<file path="src/rtl/matriz_pkg.sv">
// Shared constants and helpers for the 5x5 matrix datapath (loader and determinant units).
// The element packing helper is shared so that every unit agrees on the bit layout.
package matriz_pkg;

    localparam int DIM    = 5;
    localparam int ELEM_W = 8;
    localparam int ELEMS  = DIM * DIM;
    localparam int MAT_W  = ELEMS * ELEM_W;
    localparam int CNT_W  = $clog2(ELEMS + 1);

    // Observable loader condition, decoded from the counter and the output flag.
    typedef enum logic [1:0] {
        ST_EMPTY,
        ST_FILL,
        ST_HOLD,
        ST_STALL
    } load_state_t;

    // MSB position of row-major element k inside the packed matrix (element 0 on top).
    function automatic int elem_msb(input int k);
        return MAT_W - 1 - k * ELEM_W;
    endfunction

endpackage

</file>
<file path="src/rtl/matrix_loader_5x5_if.sv">
// Element stream in, packed matrix out, plus the abort and fill-level side signals.
// The slave modport is the loader; the master modport is whoever feeds and drains it.
interface matrix_loader_5x5_if;
    import matriz_pkg::*;

    logic                     clear;
    logic                     in_valid;
    logic signed [ELEM_W-1:0] in_data;
    logic                     in_ready;
    logic        [MAT_W-1:0]  matriz_out;
    logic                     matriz_valid;
    logic                     matriz_ready;
    logic        [CNT_W-1:0]  elem_count;

    modport slave (
        input  clear,
        input  in_valid,
        input  in_data,
        input  matriz_ready,
        output in_ready,
        output matriz_out,
        output matriz_valid,
        output elem_count
    );

    modport master (
        output clear,
        output in_valid,
        output in_data,
        output matriz_ready,
        input  in_ready,
        input  matriz_out,
        input  matriz_valid,
        input  elem_count
    );

endinterface

</file>
<file path="src/rtl/matrix_loader_5x5.sv">
// Collects 25 row-major signed elements into a shadow buffer and presents them as one packed
// matrix; the next matrix fills while the previous one waits for the consumer.
module matrix_loader_5x5
    import matriz_pkg::*;
(
    input  logic               clk,
    input  logic               rst,
    matrix_loader_5x5_if.slave bus
);

    logic [CNT_W-1:0]  count_q, count_d;
    logic              valid_q, valid_d;
    logic [MAT_W-1:0]  mat_q, mat_d;
    logic [MAT_W-1:0]  full_mat;
    logic [ELEM_W-1:0] shadow_q [ELEMS-1];
    logic [ELEM_W-1:0] shadow_d [ELEMS-1];

    load_state_t state;
    logic        last_slot;
    logic        in_ready;
    logic        accept;

    assign last_slot = (count_q == CNT_W'(ELEMS - 1));

    always_comb begin
        state = ST_EMPTY;
        if (valid_q && last_slot && !bus.matriz_ready) begin
            state = ST_STALL;
        end else if (valid_q) begin
            state = ST_HOLD;
        end else if (count_q != '0) begin
            state = ST_FILL;
        end
    end

    // Only the final beat can be refused: it would overwrite a matrix nobody has taken yet.
    assign in_ready = (state != ST_STALL);
    assign accept   = bus.in_valid && in_ready && !bus.clear;

    // The last element bypasses the shadow buffer and goes straight into the output word.
    generate
        for (genvar gi = 0; gi < ELEMS - 1; gi++) begin : g_pack
            assign full_mat[elem_msb(gi) -: ELEM_W] = shadow_q[gi];
        end
    endgenerate
    assign full_mat[ELEM_W-1:0] = bus.in_data;

    always_comb begin
        count_d  = count_q;
        valid_d  = valid_q;
        mat_d    = mat_q;
        shadow_d = shadow_q;
        if (bus.clear) begin
            count_d = '0;
            valid_d = 1'b0;
        end else begin
            if (valid_q && bus.matriz_ready) begin
                valid_d = 1'b0;
            end
            if (accept) begin
                if (last_slot) begin
                    count_d = '0;
                    mat_d   = full_mat;
                    valid_d = 1'b1;
                end else begin
                    shadow_d[count_q] = bus.in_data;
                    count_d           = count_q + CNT_W'(1);
                end
            end
        end
    end

    always_ff @(posedge clk or posedge rst) begin
        if (rst) begin
            count_q <= '0;
            valid_q <= 1'b0;
            mat_q   <= '0;
            for (int i = 0; i < ELEMS - 1; i++) begin
                shadow_q[i] <= '0;
            end
        end else begin
            count_q  <= count_d;
            valid_q  <= valid_d;
            mat_q    <= mat_d;
            shadow_q <= shadow_d;
        end
    end

    assign bus.in_ready     = in_ready;
    assign bus.matriz_out   = mat_q;
    assign bus.matriz_valid = valid_q;
    assign bus.elem_count   = count_q;

endmodule

</file>
<file path="src/flat_wrapper.sv">
// flat-port wrapper written by rule: the top's interface ports become plain ports
module matrix_loader_5x5_flat import matriz_pkg::*;
  (clk, rst, bus_clear, bus_in_valid, bus_in_data, bus_matriz_ready, bus_in_ready, bus_matriz_out, bus_matriz_valid, bus_elem_count);
  matrix_loader_5x5_if bus_i ();
  input  logic clk;
  input  logic rst;
  input wire logic [$bits(bus_i.clear)-1:0] bus_clear;
  input wire logic [$bits(bus_i.in_valid)-1:0] bus_in_valid;
  input wire logic [$bits(bus_i.in_data)-1:0] bus_in_data;
  input wire logic [$bits(bus_i.matriz_ready)-1:0] bus_matriz_ready;
  output wire logic [$bits(bus_i.in_ready)-1:0] bus_in_ready;
  output wire logic [$bits(bus_i.matriz_out)-1:0] bus_matriz_out;
  output wire logic [$bits(bus_i.matriz_valid)-1:0] bus_matriz_valid;
  output wire logic [$bits(bus_i.elem_count)-1:0] bus_elem_count;
  assign bus_i.clear = bus_clear;
  assign bus_i.in_valid = bus_in_valid;
  assign bus_i.in_data = bus_in_data;
  assign bus_i.matriz_ready = bus_matriz_ready;
  assign bus_in_ready = bus_i.in_ready;
  assign bus_matriz_out = bus_i.matriz_out;
  assign bus_matriz_valid = bus_i.matriz_valid;
  assign bus_elem_count = bus_i.elem_count;
  matrix_loader_5x5 u_core (.clk(clk), .rst(rst), .bus(bus_i));
endmodule
</file>
<file path="config.mk">
export PLATFORM = sky130hd
export DESIGN_NAME = matrix_loader_5x5_flat
export DESIGN_NICKNAME = d
export VERILOG_FILES = /design/src/rtl/matriz_pkg.sv /design/src/rtl/matrix_loader_5x5_if.sv /design/src/rtl/matrix_loader_5x5.sv /design/src/flat_wrapper.sv
export SDC_FILE = /design/constraint.sdc
export NUM_CORES = 1
export LEC_CHECK = 0
export ABC_CLOCK_PERIOD_IN_PS = 12600
export CAP_MARGIN = 20
export CORE_MARGIN = 2
export CORE_UTILIZATION = 49
export CTS_CLUSTER_SIZE = 40
export DETAILED_ROUTE_END_ITERATION = 7
export GPL_TIMING_DRIVEN = 0
export PLACE_DENSITY = 0.76
export SYNTH_ARGS = -nofsm -noshare
export SYNTH_HDL_FRONTEND = slang
export SYNTH_SLANG_ARGS = --single-unit
export TNS_END_PERCENT = 1
</file>
<file path="constraint.sdc">
create_clock -name clk -period 12.6 [get_ports clk]
set_input_delay 1.89 -clock clk [delete_from_list [all_inputs] [get_ports clk]]
set_output_delay 1.89 -clock clk [all_outputs]
set_load 0.02 [all_outputs]
</file>
# After elaboration in Yosys (flattened, before gate mapping)

Cells that the tools add are included.

Memories kept: 0
Input bits: 13
Memory bits (writable): 0
Memory bits (read-only): 0
Bits in latches: 0
Bits in registers: 398
Word-level logic and storage cells: 60
Output and inout bits: 207

$lt $le $gt $ge: 2
Shifts and indexed selects: 0
Multiplexer cells: 13
$mul: 0
Eq/ne operators: 2
Reductions and logical operators: 12
Divide/modulo/power cells: 0
Add/subtract/negate cells: 1
Bitwise operators: 3

Operator list:

| operator              | number |
|---|---|
| $bwmux W192           | 1 |
| $demux W8 S5          | 1 |
| $mux W5               | 3 |
| $mux W8               | 1 |
| $ge A6 B6 Y1 const B  | 1 |
| $logic_and A1 B1 Y1   | 6 |
| $lt A6 B1 Y1 const B  | 1 |
| $not A5 Y6            | 1 |
| $reduce_and A3 Y1     | 2 |
| $add A5 B1 Y5 const B | 1 |
| $eq A5 B5 Y1 const B  | 1 |
| $mux W1               | 5 |
| $reduce_bool A5 Y1    | 1 |
| $mux W2               | 2 |
| $logic_not A1 Y1      | 2 |
| $ne A2 B2 Y1 const B  | 1 |
| $not A1 Y1            | 2 |
| $reduce_bool A2 Y1    | 1 |

# Depth between registers and ports, before layout

Gate-level depths: netlist of run 1.

Depth after elaboration: 9
Mapped depth: 7

# Worst setup path before layout of run 1

Ideal clock, no wire load.

Path type: input-to-output
Start point: input bus_matriz_ready
End point: output bus_in_ready
Required time: 10710 ps
Data arrival time: 2325 ps
Slack: 8385 ps
Stages: 2
Cells stage by stage: nor2b_1 > nand2_1

Cells in the longest elaborated chain, start to end: 4

Ends and longest elaborated chain:

| element             | line                    | source |
|---|---|---|
| start, declared     | flat_wrapper.sv:10      | `input wire logic [$bits(bus_i.matriz_ready)-1:0] bus_matriz_ready;` |
| $logic_not A1 Y1    | matrix_loader_5x5.sv:27 | `if (valid_q && last_slot && !bus.matriz_ready) begin` |
| $logic_and A1 B1 Y1 | matrix_loader_5x5.sv:27 |  |
| $mux W2             | matrix_loader_5x5.sv:27 |  |
| $ne A2 B2 Y1        | matrix_loader_5x5.sv:37 | `assign in_ready = (state != ST_STALL);` |
| end, declared       | flat_wrapper.sv:11      | `output wire logic [$bits(bus_i.in_ready)-1:0] bus_in_ready;` |

Every way passes these cells.

# Final worst setup path of run 1

Ends and elaborated chain as after synthesis.

==> results of run 1 <==
flip-flops by register name, summed over array words and instances (netlist names):
register	flops
u_core.full_mat	192
u_core.bus.matriz_valid	1
u_core.bus.elem_count	5
u_core.bus.matriz_out	200
cells by family (layout without fill, tap and decap cells):
group / after synthesis / count (layout) / synth area share
fa+ha+maj: 4 / 4 / 0.00330
simple gates: 53 / 53 / 0.0250
mux: 392 / 392 / 0.291
buf+inv: 51 / 354 / 0.0181
flops: 398 / 398 / 0.656
compound gates: 12 / 12 / 0.00619
critical path, delay by kind of cell:
family / cells / cell delay (ps)
simple gates: 2 / 430
buf+inv: 2 / 990
cells in the mapped netlist, types with 2 or more instances:
master and number:
a21oi_1 2, and4bb_1 3, buf_2 6, buf_4 20, clkbuf_1 20, dfrtp_1 398
ha_1 4, inv_1 5, mux2_1 198, mux2_2 194, nand2_1 18, nand2b_1 2
nand3_1 2, nand4b_1 2, nor2_1 2, nor2_2 6, nor2b_1 5, nor3b_4 2
o32ai_1 3, or3_1 3
power by group through the flow:
stage | clock network, mW | registers (mW) | logic (mW)
6_report | 1.20 | 1.33 | 0.0987
5_1_grt | 1.28 | 1.34 | 0.110
4_1_cts | 1.22 | 1.33 | 0.102
3_5_place_dp | 0 | 1.36 | 0.101
3_3_place_gp | 0 | 1.36 | 0.0904
2_1_floorplan | 0 | 1.35 | 0.0622
cell usage in the layout (no fill, tap or decap), types with 6 or more instances in the layout:
| cell | count |
|---|---|
| mux2_2 | 194 |
| dfrtp_1 | 398 |
| clkdlybuf4s50_1 | 219 |
| buf_2 | 6 |
| nor2_2 | 6 |
| buf_12 | 10 |
| clkbuf_16 | 43 |
| buf_4 | 20 |
| clkbuf_8 | 8 |
| nand2_1 | 18 |
| clkinv_2 | 7 |
| clkbuf_1 | 30 |
| mux2_1 | 198 |
routing by layer:
metal  vias to the layer above  GRT usage
li1                       3766          -
met1                      4440      0.288
met2                       208      0.336
met3                        50     0.0673
met4                         2     0.0478
met5                         -          0
cell type report:
| type | instances | share of cell area |
|---|---|---|
| Timing Repair Buffer | 229 | 0.123 |
| Tap cell | 396 | 0.0255 |
| Buffer | 46 | 0.0131 |
| Multi-Input combinational cell | 461 | 0.254 |
| Sequential cell | 398 | 0.513 |
| Clock buffer | 61 | 0.0630 |
| Inverter | 5 | 0.00116 |
| Clock inverter | 13 | 0.00657 |
stage by stage:
stage / util / hold WS, ps / cells
after floorplan: - / 454 / 910
after global placement: 0.585 / 465 / 1525
after detailed placement: 0.592 / 470 / 1535
after CTS: 0.636 / 472 / 1609
after global routing: 0.636 / 492 / 1609
final: 0.636 / 468 / 1609
path summary, 6_finish.rpt:
kind / start / endpoint / slack, ps
min in group asynchronous: rst / u_core.bus.matriz_out[40]$_DFFE_PP0P_ / 1760
max in group asynchronous: rst / u_core.full_mat[28]$_DFFE_PP0P_ / 9710
max: bus_matriz_ready / bus_in_ready / 7400
min reg2reg: u_core.full_mat[64]$_DFFE_PP0P_ / u_core.bus.matriz_out[64]$_DFFE_PP0P_ / 470
max reg2reg: u_core.bus.elem_count[0]$_DFFE_PP0P_ / u_core.bus.matriz_out[17]$_DFFE_PP0P_ / 10260
min: u_core.full_mat[64]$_DFFE_PP0P_ / u_core.bus.matriz_out[64]$_DFFE_PP0P_ / 470
==> impl_metrics.yaml, run 1 <==
outcome:
  status: "complete, no violations"
layout:
  drive_gt1_frac: 0.256
  design_area_sq_um: 19400
  regArea_sq_um: 9960
  multi_input_area_sq_um: 4940
  final_nets: 1199
  area_delta_synth_final_pct: 28.0
  diodes: 0
  nFillCells: 2245
routing:
  wl_met3_microns: 2450
  dr_wl_met2_microns: 15600
  vias: 8466
  drt_iter0_markers: 465
  drt-vias-per-instance: 5.26
  top_layer: "met5"
  avgRoutedWirePerCell_microns: 20.8
  drc_errors: 0
  antenna_left: 0
  firstDrtPassIters: 5
  wl_met1_microns: 14800
  finalWirelength_microns: 33500
logic_synthesis:
  synth_edf_count: 0
  yosys.area.top_type_share: 0.656
  syn_area_sq_um: 15200
  syn_nets: 927
  ys_seq_elements: 398
  syn-instance-count: 910
  synthArstFlopShare: 1.00
  synth_cell_types: 35
  yosysSeqAreaShare: 0.656
  yosysWarningCount: 0
  synth_flop_cell: "dfrtp_1"
  synth_area_leader_cell: "dfrtp_1"
  yosys-top-cells-area: "dfrtp_1 66%, mux2_1 15%, mux2_2 14%"
  synth.avg_cell_area_sq_um: 16.7
grt:
  grt_first_pass_wirelength_microns: 53800
  grt_antenna_before_repair: 1
  grt_overflow: 0
  grt_usage: 0.212
  grt_max_degree: 46
  grt_pass1_vias: 9263
clock_tree:
  cts_root_buf: "clkbuf_16"
  ctsHoldBuffers: 0
  post-cts-setup-buffer-count: 0
  cts_inserted_buffers: 41
  cts_tree: "yes"
  cts_resized: 0
  ctsHtreeMaxLevel: 2
  clkTransAtPathRegs_ps: 60
  clock_sinks: 398
  clock_path_buffers: 3
  clk_latency_ps: 520
setup_path:
  cp_data_required_time_ps: 10710
  rr_worst_depth: 7
  arrival_ps: 3310
  cp_max_fo: 5
  cpMostUsedCell: "clkdlybuf4s50_1"
  cp-end-kind: "primary output"
  cpMaxStageDelayCell: "clkdlybuf4s50_1"
  cp_cell_sequence: "clkdlybuf4s50_1, nor2b_1, nand2_1, clkdlybuf4s50_1"
  path_class: "input pin to primary output"
  crit_path_start_kind: "input pin"
  slowest_delay_ps: 590
die:
  core.rowCount: 64
  dieArea_sq_um: 32400
  die_h_microns: 180
  ios: 220
  start_util: 0.497
  die_x_microns: 180
  coreArea_sq_um: 30500
sta:
  fin_tns_setup_ps: 0
  fin_ws_ps: 7400
  rsz0062_at_grt: "no"
  worstMarginPinSlew_ps: 835
  fmax_mhz: 192
  slew_headroom: 0.441
  finalCritPeriodShare: 0.413
  fin_skew_ps: 27.9
  slew_violations: 0
  min_period_ps: 5200
  hold_viol_final: 0
  setup_violations: 0
placement:
  portBuffers: 219
  gp_congestion: 0.790
  pre_cts_ws_ps: 7380
  dpl_cell_area_sq_um: 18100
  dp_hpwl_microns: 23000
pwr:
  vdd_drop_max_v: 0.0000898
  powerDensity_nw_per_um2: 135
  leakage_nw: 9.71
  p_sw_mw: 0.558
  swShare: 0.212
  power_frac_clock: 0.455
  p_total_mw: 2.63
  seqPwrFrac: 0.507
  comb_power_share: 0.038
  p_int_mw: 2.07
hold_path:
  holdPathStages: 1
  hold_class: "flop to flop"
job:
  drv_cap: 0
No activity file was read; power rests on OpenSTA's default activity.
==> run 2: changes to the inputs <==
ABC_CLOCK_PERIOD_IN_PS = 5200   (was 12600)
CORE_UTILIZATION = 54   (was 49)
PLACE_DENSITY = 0.79   (was 0.76)
clock period = 5.2 ns   (was 12.6 ns; I/O delays follow)
==> impl_metrics.yaml, run 2 (synthesis gave the netlist of run 1 again) <==
outcome:
  status: "complete, no violations"
layout:
  design_area_sq_um: 19300
  area_delta_synth_final_pct: 27.3
  final_nets: 1198
  drive_gt1_frac: 0.256
  finish.utilization: 0.697
  final_common_cell: "dfrtp_1"
  nFillCells: 1917
  layout_common_cells: "398 x dfrtp_1, 219 x clkdlybuf4s50_1, 198 x mux2_1"
  largest_reg_flops: 200
routing:
  drc_errors: 0
  antenna_left: 0
  finalWirelength_microns: 32700
  drt_iter0_markers: 400
  drt-vias-per-instance: 5.35
  avgRoutedWirePerCell_microns: 20.6
  vias: 8491
  firstDrtPassIters: 4
pwr:
  powerDensity_nw_per_um2: 324
  vdd_drop_max_v: 0.000254
  p_total_mw: 6.25
  leakage_nw: 9.67
clock_tree:
  cts_root_buf: "clkbuf_16"
  post-cts-setup-buffer-count: 0
  cts_tree: "yes"
  clock_path_buffers: 3
  ctsHtreeMaxLevel: 2
  clk_latency_ps: 510
  cts_inserted_buffers: 41
  ctsHoldBuffers: 0
  clkTransAtPathRegs_ps: 60
  cts_resized: 0
  clock_sinks: 398
placement:
  portBuffers: 219
  dp_hpwl_microns: 22400
  dpl_cell_area_sq_um: 18000
  gp_congestion: 0.802
setup_path:
  cp-end-kind: "primary output"
  cp_data_required_time_ps: 4420
  crit_path_start_kind: "flop"
  arrival_ps: 2510
  path_class: "flop to primary output"
  cp_max_fo: 7
sta:
  hold_viol_final: 0
  setup_violations: 0
  rsz0062_at_grt: "no"
  finalCritPeriodShare: 0.633
  slew_headroom: 0.475
  min_period_ps: 3290
  slew_violations: 0
  whs_ps: 480
  fin_tns_setup_ps: 0
  fin_skew_ps: 13.9
  fmax_mhz: 304
  worstMarginPinSlew_ps: 784
grt:
  grt_overflow: 0
  grt-busiest-layer: "met2"
  met1_usage: 0.315
  grt_usage: 0.231
  grt_antenna_before_repair: 1
  met2_usage: 0.362
  grt_pass1_vias: 8964
  grt_first_pass_wirelength_microns: 51600
  groute.layer.met3.usage: 0.0679
  grt_max_degree: 46
die:
  coreArea_sq_um: 27700
  die_h_microns: 172
  die_x_microns: 172
  dieArea_sq_um: 29500
  ios: 220
  start_util: 0.548
  core.rowCount: 61
hold_path:
  hold_class: "flop to flop"
job:
  drv_cap: 0
[run 2: cell count changes in the layout (fill, tap and decap cells not counted)]
cell,change
clkinv_2,+4
clkbuf_1,-3
clkbuf_16,-2
buf_12,-1
clkbuf_8,-1
clkinv_4,-1
diode_2,+1
[run 2: final timing paths]
| check | cells after the start | endpoint | start | slack (ps) |
|---|---|---|---|---|
| min | 1 | u_core.bus.matriz_out[56]$_DFFE_PP0P_ | u_core.full_mat[56]$_DFFE_PP0P_ | 480 |
| max in group asynchronous | 6 | u_core.bus.matriz_out[29]$_DFFE_PP0P_ | rst | 2960 |
| min in group asynchronous | 2 | u_core.bus.matriz_out[133]$_DFFE_PP0P_ | rst | 760 |
| max | 6 | bus_in_ready | u_core.bus.elem_count[0]$_DFFE_PP0P_ | 1910 |
| max reg2reg | 7 | u_core.bus.matriz_out[6]$_DFFE_PP0P_ | u_core.bus.elem_count[0]$_DFFE_PP0P_ | 2870 |
| min reg2reg | 1 | u_core.bus.matriz_out[56]$_DFFE_PP0P_ | u_core.full_mat[56]$_DFFE_PP0P_ | 480 |
[run 2: cell type report]
cell class | count | area, sq um | share of cell area
antenna | 1 | 2.50 | 0.000130
clock buffer | 55 | 1150 | 0.0595
inverter | 5 | 22.5 | 0.00117
sequential | 398 | 9960 | 0.516
clock inverter | 16 | 139 | 0.00719
buffer | 46 | 255 | 0.0132
timing repair buffer | 228 | 2370 | 0.123
tap | 378 | 473 | 0.0245
multi-input combinational | 461 | 4940 | 0.256
[run 2: power by group]
part | switching, mW | internal, mW
clock | 1.14 | 1.65
sequential | 0.0436 | 3.18
combinational | 0.137 | 0.0979
[run 2: through the flow]
| stage | setup WS, ps | std cells |
|---|---|---|
| 2_1_floorplan | -938 | 910 |
| 6_report | 1910 | 1588 |
| 3_5_place_dp | 2170 | 1516 |
| 5_1_grt | 1780 | 1588 |
| 4_1_cts | 1890 | 1587 |
| 3_3_place_gp | -3310 | 1507 |
[run 2: worst max-delay path, stage by stage, from the launching register on]
cell and delay [ps]:
dfrtp_1 440, inv_1 150, ha_1 270, and4b_1 220, clkbuf_1 260, nand2_1 90, clkdlybuf4s50_1 590
[run 2: layer usage]
layer	part of all wire	routed length, microns
met1	0.44	14300
met2	0.47	15500
met3	0.068	2210
met4	0.023	738
met5	0	0
